`src/rtl/rom_arb_pkg.sv`:
```
// Shared types and default sizes for the ROM read arbiter.
package rom_arb_pkg;

  typedef enum logic {StIdle, StRead} state_e;

  localparam int unsigned DefAddrWidth = 8;
  localparam int unsigned DefDataWidth = 8;
  localparam int unsigned DefNumReq    = 4;

endpackage

```
`src/rtl/rom_arbiter_if.sv`:
```
// Requester and ROM-side signals of the ROM read arbiter, grouped as one bus.
interface rom_arbiter_if import rom_arb_pkg::*; #(
  parameter int unsigned ADDR_width = DefAddrWidth,
  parameter int unsigned DATA_WIDTH = DefDataWidth,
  parameter int unsigned NUM_REQ    = DefNumReq
);

  logic [NUM_REQ-1:0]            req_i;
  logic [NUM_REQ*ADDR_width-1:0] addr_i;
  logic [NUM_REQ-1:0]            gnt_o;
  logic [DATA_WIDTH-1:0]         rdata_o;
  logic [NUM_REQ-1:0]            rvalid_o;
  logic                          busy_o;
  logic [ADDR_width-1:0]         rom_addr_o;
  logic [DATA_WIDTH-1:0]         rom_data_i;

  modport slave (
    input  req_i, addr_i, rom_data_i,
    output gnt_o, rdata_o, rvalid_o, busy_o, rom_addr_o
  );

  modport master (
    output req_i, addr_i, rom_data_i,
    input  gnt_o, rdata_o, rvalid_o, busy_o, rom_addr_o
  );

endinterface

```
`src/rtl/rr_arbiter.sv`:
```
// Combinational one-hot winner select; round-robin from ptr_i, or lowest index first
// when ROM_ARB_FIXED_PRIO_EN is defined.
module rr_arbiter import rom_arb_pkg::*; #(
  parameter int unsigned NumReq = DefNumReq,
  localparam int unsigned PtrW  = $clog2(NumReq)
) (
  input  logic [NumReq-1:0] req_i,
`ifndef ROM_ARB_FIXED_PRIO_EN
  input  logic [PtrW-1:0]   ptr_i,
`endif
  output logic [NumReq-1:0] gnt_o
);

  logic [PtrW:0]   sum;
  logic [PtrW-1:0] k;
  logic            found;

  always_comb begin
    gnt_o = '0;
    sum   = '0;
    k     = '0;
    found = 1'b0;
    for (int unsigned i = 0; i < NumReq; i++) begin
`ifdef ROM_ARB_FIXED_PRIO_EN
      k = PtrW'(i);
`else
      // ptr_i + i stays below 2*NumReq, so one subtraction is enough to wrap.
      sum = {1'b0, ptr_i} + (PtrW+1)'(i);
      if (sum >= (PtrW+1)'(NumReq)) sum = sum - (PtrW+1)'(NumReq);
      k = sum[PtrW-1:0];
`endif
      if (!found && req_i[k]) begin
        found    = 1'b1;
        gnt_o[k] = 1'b1;
      end
    end
  end

endmodule

```
`src/rtl/rom_arbiter.sv`:
```
// Two-state arbiter sharing one combinational ROM among NUM_REQ requesters.
// Define ROM_ARB_FIXED_PRIO_EN for fixed priority instead of round-robin.
module rom_arbiter import rom_arb_pkg::*; #(
  parameter int unsigned ADDR_width = DefAddrWidth,
  parameter int unsigned DATA_WIDTH = DefDataWidth,
  parameter int unsigned NUM_REQ    = DefNumReq
) (
  input logic          clk,
  input logic          rst_n,
  rom_arbiter_if.slave bus
);

  localparam int unsigned PtrW = $clog2(NUM_REQ);

  state_e                state_q;
  logic [NUM_REQ-1:0]    gnt_q, rvalid_q, win_gnt;
  logic [ADDR_width-1:0] rom_addr_q, win_addr;
  logic [DATA_WIDTH-1:0] rdata_q;

`ifndef ROM_ARB_FIXED_PRIO_EN
  logic [PtrW-1:0] ptr_q, ptr_d;
`endif

  rr_arbiter #(
    .NumReq(NUM_REQ)
  ) u_arb (
    .req_i(bus.req_i),
`ifndef ROM_ARB_FIXED_PRIO_EN
    .ptr_i(ptr_q),
`endif
    .gnt_o(win_gnt)
  );

  always_comb begin
    win_addr = '0;
`ifndef ROM_ARB_FIXED_PRIO_EN
    ptr_d = ptr_q;
`endif
    for (int unsigned k = 0; k < NUM_REQ; k++) begin
      if (win_gnt[k]) begin
        win_addr = bus.addr_i[k*ADDR_width +: ADDR_width];
`ifndef ROM_ARB_FIXED_PRIO_EN
        ptr_d = (k == NUM_REQ - 1) ? '0 : PtrW'(k + 1);
`endif
      end
    end
  end

  always_ff @(posedge clk or negedge rst_n) begin
    if (!rst_n) begin
      state_q    <= StIdle;
      gnt_q      <= '0;
      rvalid_q   <= '0;
      rdata_q    <= '0;
      rom_addr_q <= '0;
`ifndef ROM_ARB_FIXED_PRIO_EN
      ptr_q      <= '0;
`endif
    end else begin
      unique case (state_q)
        StIdle: begin
          rvalid_q <= '0;
          gnt_q    <= win_gnt;
          if (|win_gnt) begin
            rom_addr_q <= win_addr;
            state_q    <= StRead;
`ifndef ROM_ARB_FIXED_PRIO_EN
            ptr_q      <= ptr_d;
`endif
          end
        end
        StRead: begin
          // Requests are ignored here; the grant register remembers who is served.
          rdata_q  <= bus.rom_data_i;
          rvalid_q <= gnt_q;
          gnt_q    <= '0;
          state_q  <= StIdle;
        end
        default: state_q <= StIdle;
      endcase
    end
  end

  assign bus.gnt_o      = gnt_q;
  assign bus.rvalid_o   = rvalid_q;
  assign bus.rdata_o    = rdata_q;
  assign bus.rom_addr_o = rom_addr_q;
  assign bus.busy_o     = (state_q == StRead);

endmodule

```
`src/flat_wrapper.sv`:
```
// flat-port wrapper written by rule: the top's interface ports become plain ports
module rom_arbiter_flat import rom_arb_pkg::*;
#(
  parameter int unsigned ADDR_width = DefAddrWidth,
  parameter int unsigned DATA_WIDTH = DefDataWidth,
  parameter int unsigned NUM_REQ    = DefNumReq
)
  (clk, rst_n, bus_req_i, bus_addr_i, bus_rom_data_i, bus_gnt_o, bus_rdata_o, bus_rvalid_o, bus_busy_o, bus_rom_addr_o);
  rom_arbiter_if #(.ADDR_width(ADDR_width), .DATA_WIDTH(DATA_WIDTH), .NUM_REQ(NUM_REQ)) bus_i ();
  input logic clk;
  input logic rst_n;
  input wire logic [$bits(bus_i.req_i)-1:0] bus_req_i;
  input wire logic [$bits(bus_i.addr_i)-1:0] bus_addr_i;
  input wire logic [$bits(bus_i.rom_data_i)-1:0] bus_rom_data_i;
  output wire logic [$bits(bus_i.gnt_o)-1:0] bus_gnt_o;
  output wire logic [$bits(bus_i.rdata_o)-1:0] bus_rdata_o;
  output wire logic [$bits(bus_i.rvalid_o)-1:0] bus_rvalid_o;
  output wire logic [$bits(bus_i.busy_o)-1:0] bus_busy_o;
  output wire logic [$bits(bus_i.rom_addr_o)-1:0] bus_rom_addr_o;
  assign bus_i.req_i = bus_req_i;
  assign bus_i.addr_i = bus_addr_i;
  assign bus_i.rom_data_i = bus_rom_data_i;
  assign bus_gnt_o = bus_i.gnt_o;
  assign bus_rdata_o = bus_i.rdata_o;
  assign bus_rvalid_o = bus_i.rvalid_o;
  assign bus_busy_o = bus_i.busy_o;
  assign bus_rom_addr_o = bus_i.rom_addr_o;
  rom_arbiter #(.ADDR_width(ADDR_width), .DATA_WIDTH(DATA_WIDTH), .NUM_REQ(NUM_REQ)) u_core (.clk(clk), .rst_n(rst_n), .bus(bus_i));
endmodule
```
`config.mk`:
```
export PLATFORM = sky130hd
export DESIGN_NAME = rom_arbiter_flat
export DESIGN_NICKNAME = d
export VERILOG_FILES = /design/src/rtl/rom_arb_pkg.sv /design/src/rtl/rom_arbiter_if.sv /design/src/rtl/rr_arbiter.sv /design/src/rtl/rom_arbiter.sv /design/src/flat_wrapper.sv
export SDC_FILE = /design/constraint.sdc
export NUM_CORES = 1
export LEC_CHECK = 0
export CORE_UTILIZATION = 35
export DETAILED_ROUTE_END_ITERATION = 7
export GPL_TIMING_DRIVEN = 0
export PLACE_DENSITY = 0.69
export SETUP_SLACK_MARGIN = 0.2
export SLEW_MARGIN = 20
export SYNTH_ARGS = -nofsm -noshare
export SYNTH_HDL_FRONTEND = slang
export SYNTH_SLANG_ARGS = --single-unit
```
`constraint.sdc`:
```
create_clock -name clk -period 4.8 [get_ports clk]
set_clock_uncertainty 0.2 [all_clocks]
set_input_delay 0.48 -clock clk [delete_from_list [all_inputs] [get_ports clk]]
set_output_delay 0.48 -clock clk [all_outputs]
set_load 0.02 [all_outputs]
```
======== Word level (Yosys, flattened, before mapping) ========
Cells that the tools add are included.
storage, ports and cells
  register bits after elaboration ......... 27
  output and inout port bits .............. 25
  logic and storage cells ................. 82
operators by class
  add/subtract/negate cells ............... 7
  order comparisons ....................... 12
  muxes and demuxes ....................... 39
  bitwise logic cells ..................... 4
  reductions and logical operators ........ 14
operator list
  kind                                                                           number
  8-bit two-way mux                                                              4
  2-bit two-way mux                                                              8
  4-bit two-way mux                                                              4
  4-bit one-hot mux with 2 select lines                                          2
  2-bit by 3-bit less-than comparator with 1-bit output (second input constant)  4
  1-bit two-way mux                                                              12
  4-bit OR                                                                       3
  3-bit >= comparator (second input constant)                                    3
  1-bit binary-select mux with 2-bit select                                      4
  1-bit demux with 2-bit select                                                  4
  2-bit by 1-bit >= comparator with 1-bit output (second input constant)         4
  2-bit by 1-bit subtractor with 2-bit output (second input constant)            4
  1-bit logical AND                                                              7
  2-bit by 2-bit adder with 3-bit output (second input constant)                 2
  4-bit nonzero test                                                             1
  4-bit OR reduction                                                             1
  2-bit by 1-bit adder with 3-bit output (second input constant)                 1
  2-bit by 3-bit >= comparator with 1-bit output (second input constant)         1
  1-bit zero test                                                                3
  3-bit AND reduction                                                            1
  1-bit one-hot mux with 2 select lines                                          1
  2-bit AND reduction                                                            1
  1-bit NOT                                                                      1

======== Longest topological paths before layout ========
  depth in word-level cells ............... 18
  mapped depth ............................ 11

======== Cells and area by module ========
A second synthesis with hierarchy kept.
second synthesis, totals
  cell total of the unflattened synthesis .. 142
  area total of the unflattened synthesis .. 1651.6 um^2
by module, submodules not included
  module       times used  cells each  area an instance (um^2)  sequential area each (um^2)
  rom_arbiter  1           112         1348.8                   675.6
  rr_arbiter   1           30          302.8                    0.0

======== Worst setup path after synthesis ========
No wires, ideal clock.
  kind .................................... flip-flop to flip-flop
  from .................................... reg u_core.ptr_q[0]
  to ...................................... reg u_core.rom_addr_q[0], in the netlist u_core.bus.rom_addr_o[0]
  library setup time ...................... 95 ps
  data arrival time ....................... 2621 ps
  data required time ...................... 4505 ps
  slack ................................... 1884 ps
  cell stages (with the launch flop) ...... 11
  buffers on the path ..................... 1
  cell sequence ........................... dfrtp_1 > inv_1 > ha_1 > and3b_1 > o21ai_1 > o41ai_2 > a221o_2 > o41ai_4 > buf_6 > nand2_1 > o31ai_1
between the ends
  cells in the longest elaborated chain, start to end .. 18
  elaborated cells on any way between the ends .. 65
  classes of those cells .................. add/sub: 7; order compare: 12; mux: 31; bitwise: 3; reduce/logical: 12
ends and longest elaborated chain
  what                                                                             line               RTL
  start, declared                                                                  rom_arbiter.sv:21  logic [PtrW-1:0] ptr_q, ptr_d;
  start signal, assigned                                                           rom_arbiter.sv:68  ptr_q <= ptr_d;
  branches (longest 13 deep; another with 2-bit by 1-bit adder with 3-bit output)  --
  4-bit two-way mux *                                                              rr_arbiter.sv:32   if (!found && req_i[k]) begin
  8-bit two-way mux (4 in series)                                                  rom_arbiter.sv:40  if (win_gnt[k]) begin
  end signal, assigned                                                             rom_arbiter.sv:65  rom_addr_q <= win_addr;
  end, declared                                                                    rom_arbiter.sv:17  logic [ADDR_width-1:0] rom_addr_q, win_addr;
Every way passes the cells marked *. The select of a mux whose other input is x is not followed.
A chain may end at the register's enable or synchronous reset.

======== Final worst setup path ========
  from .................................... reg u_core.ptr_q[0]
  to ...................................... reg u_core.rom_addr_q[7], in the netlist u_core.bus.rom_addr_o[7]
The elaborated chain is that of the path after synthesis.

==> metrics.csv <==
metric;value;unit
top_level_ports;71;
synth_cells;143;
cp-start-kind;flop;
critical_path_arrival;3.45;ns
insertedDiodeCount;0;
holdWs;-0.00207;ns
die-area;0.00471;mm2
finalCritPeriodShare;0.723;
initial_utilization;0.377;
finalWorstSetupSlack;1.33;ns
globalRouteOverflowTotal;0;
antenna_found_initial;0;
p_total;1.67;mW
p_per_area;710;mW/mm2
rrSetupSlack;1.33;ns
clk_latency;0.27;ns
ir_drop;0.413;mV
area_delta_synth_final;51.8;%
via_count;1416;
synthArstFlopShare;1.00;
layout.nets;270;
cts_setup_buffers;0;
cts.sinks;27;
hpwl;3270;um
port_buffers;70;
min_period;3.47;ns
synth-main-ff-cell;dfrtp_1;
ys_seq_area_frac;0.435;
dp_slack;1.24;ns
syn_avg_cell_area;10.9;um2
cts_tree;done;
p_leak;1.04;nW
rsz0062_at_grt;false;
r2r_start;u_core.ptr_q[0];
drv_cap;0;
via_per_inst;5.30;
path_clk_slew;0.09;ns
globalplace.congestion;0.819;
yosysWarnings;0;
rows;23;
grt_pass1_vias;1342;
crit_type;flop to flop;
r2r_end;u_core.bus.rom_addr_o[7];
hp-class;input port to async pin;
wirelength;4220;um
grt_usage;0.185;
die_w;68.6;um
syn_nets;195;
status;finished, violations left;
postCtsHoldBufs;0;
final_layout_size_suffix_gt1_frac;0.124;
violations;negative hold slack;
synth_edf_count;0;
die_h;68.6;um
fmax;288;MHz
grt_max_degree;28;
reg2reg_depth;8;
drv_slew;0;
ys_seq_elements;27;
fin_setup_tns;0;ns
crit_path_end_kind;flop;
cts-buffers-inserted;3;
drt-pass1-iter-count;4;
routedWlPerCell;15.8;um
cts-root-buf;clkbuf_8;
worstPathRequired;4.78;ns
grt_pass1_wl;6350;um
ys_types;33;
cts_buffer_depth;2;
drc;0;
setup_viol;0;
cts_resized;0;
path_max_fanout;9;
slew_headroom;0.588;
worst_pin_slew;0.612;ns
drt_iter0_markers;88;
h-tree-depth;1;
core-area;0.00412;mm2
ant_nets;0;
hold_viol_final;1;
mappedNetlistArea;0.00155;mm2
state kept, by name, summed over array words and instances, names as in the netlist:
signal	cells
u_core.bus.rom_addr_o	8
u_core.bus.rvalid_o	4
u_core.ptr_q	2
u_core.bus.gnt_o	4
u_core.bus.rdata_o	8
u_core.bus.busy_o	1
critical path: stages (launching register included):
cell and delay (ns):
dfrtp_1 0.54, inv_1 0.17, ha_1 0.38, mux2_2 0.36, o41ai_2 0.50, a221oi_1 0.28
nor3_2 0.49, a221oi_1 0.17, o31ai_1 0.28
placed cells by master, fill, tap and decap left out, drive strengths merged:
master         instances
clkdlybuf4s50         69
dfrtp                 27
nand2                 16
nor2                  13
a221oi                10
mux2                   9
a21o                   8
o31ai                  8
and2                   6
ha                     6
clkbuf                 6
buf                    5
inv                    4
o21ai                  4
mux4                   3
nand3b                 3
a221o                  3
nand2b                 2
or2b                   2
nor3b                  2
nor3                   2
o41ai                  2
and3b                  1
a211o                  1
nor2b                  1
o21a                   1
a21oi                  1
o211ai                 1
clkinv                 1
Yosys cell counts (3+ instances only):
cell,instances,area (um2)
ha_1,6,75.1
nand3b_1,3,22.5
o31ai_1,8,60.1
a221oi_1,10,87.6
nand2_1,16,60.1
and2_1,6,37.5
mux2_2,9,101
nor2_1,13,48.8
dfrtp_1,27,676
a21o_1,8,60.1
mux4_2,3,67.6
clkbuf_1,3,11.3
inv_1,3,11.3
report_power, final:
| part | internal, mW | switching [mW] |
|---|---|---|
| registers | 0.328 | 0.0570 |
| clock network | 0.0582 | 0.0698 |
| logic | 0.545 | 0.616 |
| total | 0.931 | 0.743 |
how the worst max path moves through the flow:
| stage | endpoint | from | slack (ns) | cells after the start |
|---|---|---|---|---|
| after floorplan | u_core.bus.rom_addr_o[0] | u_core.ptr_q[0] | 1.88 | 10 |
| after global placement | u_core.bus.rom_addr_o[6] | bus_req_i[0] | 1.39 | 8 |
| after detailed placement | u_core.bus.rom_addr_o[7] | bus_req_i[2] | 1.24 | 8 |
| after CTS | u_core.bus.rom_addr_o[7] | u_core.ptr_q[0] | 1.31 | 8 |
| after global routing | u_core.bus.rom_addr_o[0] | u_core.ptr_q[0] | 0.94 | 8 |
| final | u_core.bus.rom_addr_o[7] | u_core.ptr_q[0] | 1.33 | 8 |
metrics by stage:
| stage | cell area [um2] | cells | utilization |
|---|---|---|---|
| global route | 2360 | 267 | 0.573 |
| finish | 2360 | 267 | 0.573 |
| detailed placement | 2310 | 263 | 0.562 |
| global placement | 2320 | 263 | 0.563 |
| floorplan | 1550 | 143 | - |
| CTS | 2360 | 267 | 0.573 |
routing by layer:
| metal | vias up | part of all wire | GRT usage |
|---|---|---|---|
| li1 | 678 | - | - |
| met1 | 689 | 0.42 | 0.223 |
| met2 | 43 | 0.51 | 0.332 |
| met3 | 6 | 0.056 | 0.0247 |
| met4 | 0 | 0.010 | 0.0677 |
| met5 | - | 0 | 0 |
final cells by class:
class | instances | area [um2]
plain buffers | 7 | 43.8
clock buffers | 3 | 41.3
repair buffers | 70 | 696
clock inverters | 1 | 5.00
flip-flops and latches | 27 | 676
multi-input cells | 105 | 818
well taps | 50 | 62.6
inverters | 4 | 15.0
fillers | 353 | 1760
kinds of logic after synthesis:
| logic type | share of synthesized area |
|---|---|
| AO/OA/AOI/OAI | 0.214 |
| adder cells (fa/ha/maj) | 0.0483 |
| multiplexers | 0.109 |
| flip-flops | 0.435 |
| AND/OR/NAND/NOR | 0.156 |
| buffers and inverters | 0.0379 |
(Power assumes the default switching activity.)
